$ cat config.mk
export PLATFORM = sky130hd
export DESIGN_NAME = serial_addsub
export DESIGN_NICKNAME = d
export VERILOG_FILES = /design/src/rtl/serial_addsub.sv
export SDC_FILE = /design/constraint.sdc
export NUM_CORES = 1
export LEC_CHECK = 0
export ABC_AREA = 0
export CORE_MARGIN = 1.5
export CORE_UTILIZATION = 40
export CTS_CLUSTER_DIAMETER = 80
export DETAILED_ROUTE_END_ITERATION = 12
export HOLD_SLACK_MARGIN = 0.1
export PLACE_DENSITY = 0.73
export SYNTH_ARGS = -nofsm -noshare
export SYNTH_HDL_FRONTEND = slang
export SYNTH_SLANG_ARGS = --single-unit
$ cat constraint.sdc
create_clock -name clk -period 2.55 [get_ports clk]
set_input_delay 0.51 -clock clk [delete_from_list [all_inputs] [get_ports clk]]
set_output_delay 0.51 -clock clk [all_outputs]
set_load 0.005 [all_outputs]
$ cat src/rtl/serial_addsub.sv
// Digit-serial ripple adder/subtractor: DIGIT bits per clock through a
// full-adder chain, with a registered inter-digit carry and valid/ready handshakes.
module serial_addsub #(
  parameter int WIDTH = 16,
  parameter int DIGIT = 4
) (
  input  logic             clk,
  input  logic             rst,
  input  logic             in_valid,
  output logic             in_ready,
  input  logic [WIDTH-1:0] a_in,
  input  logic [WIDTH-1:0] b_in,
  input  logic             sub_in,
  output logic             out_valid,
  input  logic             out_ready,
  output logic [WIDTH-1:0] sum_out,
  output logic             c_out,
  output logic             ovf_out,
  output logic             zero_out
);

  localparam int N     = WIDTH / DIGIT;
  localparam int CNT_W = (N > 1) ? $clog2(N) : 1;
  localparam logic [CNT_W-1:0] LAST_DIGIT = CNT_W'(N - 1);

  localparam logic [1:0] S_IDLE = 2'd0;
  localparam logic [1:0] S_RUN  = 2'd1;
  localparam logic [1:0] S_DONE = 2'd2;

  if (WIDTH < 2 || DIGIT < 1 || DIGIT > WIDTH || (WIDTH % DIGIT) != 0) begin : g_bad_params
    $error("serial_addsub: WIDTH must be >= 2 and a multiple of DIGIT (1 <= DIGIT <= WIDTH)");
  end

  logic [1:0]       state;
  logic [WIDTH-1:0] a_sr;
  logic [WIDTH-1:0] b_sr;
  logic [WIDTH-1:0] res_sr;
  logic             carry_q;
  logic [CNT_W-1:0] cnt;

  logic [DIGIT-1:0] digit_sum;
  logic             chain_cout;
  logic             carry_into_top;
  logic [WIDTH-1:0] next_res;

  // Ripple chain over the low DIGIT bits; carry_into_top is the carry entering
  // the top cell, which on the last digit is the carry into the result MSB.
  always_comb begin
    logic c;
    // NOTE: every output of this block gets a default first so no latch is inferred.
    digit_sum      = '0;
    carry_into_top = 1'b0;
    c              = carry_q;
    for (int i = 0; i < DIGIT; i++) begin
      digit_sum[i]   = a_sr[i] ^ b_sr[i] ^ c;
      carry_into_top = c;
      c              = (a_sr[i] & b_sr[i]) | ((a_sr[i] ^ b_sr[i]) & c);
    end
    chain_cout = c;
  end

  // New digit enters at the MSB end so the word is aligned after N shifts.
  assign next_res = (res_sr >> DIGIT) | (WIDTH'(digit_sum) << (WIDTH - DIGIT));

  assign in_ready  = (state == S_IDLE);
  assign out_valid = (state == S_DONE);

  // NOTE: sequential state uses non-blocking assignments so every register
  // samples pre-edge values regardless of statement order.
  always_ff @(posedge clk) begin
    if (rst) begin
      state    <= S_IDLE;
      a_sr     <= '0;
      b_sr     <= '0;
      res_sr   <= '0;
      carry_q  <= 1'b0;
      cnt      <= '0;
      sum_out  <= '0;
      c_out    <= 1'b0;
      ovf_out  <= 1'b0;
      zero_out <= 1'b0;
    end else begin
      case (state)
        S_IDLE: begin
          if (in_valid) begin
            a_sr    <= a_in;
            b_sr    <= b_in ^ {WIDTH{sub_in}};
            carry_q <= sub_in;
            cnt     <= '0;
            state   <= S_RUN;
          end
        end
        S_RUN: begin
          a_sr    <= a_sr >> DIGIT;
          b_sr    <= b_sr >> DIGIT;
          res_sr  <= next_res;
          carry_q <= chain_cout;
          cnt     <= cnt + CNT_W'(1);
          if (cnt == LAST_DIGIT) begin
            sum_out  <= next_res;
            c_out    <= chain_cout;
            ovf_out  <= chain_cout ^ carry_into_top;
            zero_out <= (next_res == '0);
            state    <= S_DONE;
          end
        end
        S_DONE: begin
          if (out_ready) state <= S_IDLE;
        end
        default: state <= S_IDLE;
      endcase
    end
  end

endmodule

==> results.ini <==
[status]
status=finished clean

[hold_path]
whs_endpoint=ovf_out
min_path_type=reg -> reg
hold_depth=2
worstHoldStart=ovf_out

[detailed_routing]
wl_per_cell_um=13.0
vias=2516
drt_iter0_markers=120
wl_um=6430
drc_errors=0
viasPerCell=5.10
first_pass_iters=5
route.antenna.remaining_nets=0

[logic_synthesis]
synth_compound_area_frac=0.182
synth_cell_types=33
synthMuxAreaShare=0
seq_area_frac_synth=0.449
yosysTopAreaCell=dfxtp_1
synth_top_area_frac=0.449
synth_simple_gate_area_share=0.219
synthXorXnorAreaFrac=0.0491
synth_top_family_by_area=simple AND/OR/NAND/NOR gates
synth-edff-count=0
synthTopCellsByArea=dfxtp_1 (45%), a21oi_1 (6.6%), nand2_1 (6.3%)
yosys_register_bits=68
synthAdderAreaFrac=0.0306
syn_area_mm2=0.00303
synthArstFlopShare=0
syn_area_per_cell_um2=8.91
synth_flop_cell=dfxtp_1
syn-num-nets=382
synth_most_common_cell=dfxtp_1
synth_top_cells_by_count=dfxtp_1 (68), nand2_1 (51), a21oi_1 (40)
syn-instance-count=340
ys_warn_count=0

[clocking]
root_buffer=clkbuf_8
cts_tree=built
h-tree-depth=3
post_cts_resized=0
cts_made_buffers=9
post-cts-setup-buffer-count=0
clk_latency_ns=0.34
clockBufferDepth=2
clk_pin_slew_ns=0.07
cts_sinks=68
holdBufCountCts=0

[floorplanning]
dieArea_mm2=0.00811
placementRows=31
core-area_mm2=0.00729
dieWidth_um=90.0
die_height_um=90.0
io_pins=58
start_util=0.416

[power]
leakagePower_nw=1.38
ir_worst_vdd_mv=0.372
power.density_mw_per_mm2=689

[sta]
setup_violations=0
fin_hold_ws_ns=0.453
fin_crit_sh=0.899
finalCriticalPeriod_ns=2.29
worst_slack_ns=0.257
max_freq_mhz=436
clock_skew_ns=0.00528
slew_headroom=0.404
setup_tns_ns=0
maxSlewViolCount=0
rsz0062_at_grt=no
worst_pin_slew_ns=0.893
finalHoldViolations=0

[worst_setup_path]
worst_path_max_delay_cell=fa_1
r2r_end=sum_out[15]
crit_top_cell=fa_1
cp_max_fo=3
cpPeakStageDelay_ns=0.47
path_cells=inv_1 -> fa_1 -> inv_1 -> fa_1 -> fa_1 -> inv_1 -> fa_1 -> a211oi_1
r2r_cells=8
critPathRequiredTime_ns=2.80
rrSetupSlack_ns=0.26
crit_path_start_kind=flip-flop
critical_path_arrival_ns=2.54
end_kind=flip-flop
worstSetupPathType=reg -> reg
r2r-start=a_sr[0]

[place]
placed_area_mm2=0.00360
dp_slack_ns=0.261
portBuffers=57
dpl.hpwl_um=4530
gp_congestion=0.790

[global_routing]
track_usage=0.169
grt_pass1_wl_um=11100
grt_start_max_net_pins=25
grt_overflow=0
grt_pass1_vias=2415
antenna_found_initial=0

[cells_and_area]
fin_area_mm2=0.00387
drive_above_1_share=0.0787
fillers=714
final_nets=431
area_growth_pct=27.7
antennaDiodeCount=0

[run]
drv_cap=0

==> layout by cell type (no fill, tap or decap), types with 2 or more instances in the layout <==
cell type,count
a21oi_1,40
dfxtp_1,68
nor2_1,28
nand2b_1,14
xor2_1,16
nand2_1,51
clkbuf_8,10
a211oi_1,9
nor4_1,3
or3b_1,13
fa_1,4
clkinvlp_4,2
nor2b_1,3
buf_4,8
nor3_1,10
a22oi_1,21
bufinv_16,4
clkdlybuf4s50_1,56
inv_1,8
o2bb2ai_1,12
==> sequential cells by signal, indices dropped and copies added (netlist names) <==
name and flops:
res_sr 12, c_out 1, carry_q 1, b_sr 16, state 2, a_sr 16, sum_out 16, cnt 2
ovf_out 1, zero_out 1
==> stage by stage <==
step / instances / total power [W] / util
floorplan: 340 / 0.00140 / -
global placement: 477 / 0.00150 / 0.493
detailed placement: 477 / 0.00151 / 0.493
CTS: 493 / 0.00269 / 0.531
global route: 493 / 0.00278 / 0.531
finish: 493 / 0.00267 / 0.531
==> power by group <==
part	leakage, nW	total [W]	switching (W)	internal [W]
clock network	0.129	0.00118	0.000409	0.000775
registers	0.555	0.00115	0.0000342	0.00112
logic	0.696	0.000330	0.000170	0.000161
total	1.38	0.00267	0.000613	0.00205
==> logic make-up (layout without fill, tap and decap cells) <==
group                    count (synthesis)  after routing
AND/OR/NAND/NOR                        130            130
buffers and inverters                   35             89
flip-flops                              68             68
XOR/XNOR                                17             17
AO/OA/AOI/OAI                           85             85
adder cells (fa/ha/maj)                  5              5
==> how the worst max path moves through the flow <==
| stage | from | to | slack (ns) | cells after the start |
|---|---|---|---|---|
| final | a_sr[0] | sum_out[15] | 0.26 | 8 |
| after detailed placement | a_sr[0] | sum_out[15] | 0.26 | 8 |
| after floorplan | a_sr[0] | zero_out | 0.44 | 9 |
| after global routing | a_sr[0] | sum_out[15] | 0.14 | 8 |
| after CTS | a_sr[0] | sum_out[15] | 0.25 | 8 |
| after global placement | a_sr[0] | zero_out | 0.30 | 9 |
==> final cells by class <==
type                    count  area, um^2  area share
multi-input cells         237        1460       0.377
flip-flops and latches     68        1360       0.352
repair buffers             65         626       0.162
clock buffers              10         138      0.0356
clock inverters             6         135      0.0349
well taps                  99         124      0.0320
inverters                   8        30.0     0.00776
==> routing by layer <==
layer  part of all wire  GRT usage  routed length [um]  vias up
met4              0.022     0.0741                 143        0
met5                  0          0                   0        -
met3              0.053     0.0499                 341       12
li1                   -          -                   -     1258
met2               0.47      0.272                3000       82
met1               0.46      0.207                2950     1164
==> critical path: cells and delay by family (launching register included) <==
family / cells / cell delay, ns
buf+inv: 3 / 0.23
fa+ha+maj: 4 / 1.42
compound gates: 1 / 0.24
flops: 1 / 0.30
Note: power is estimated with default switching activity, not from simulation.
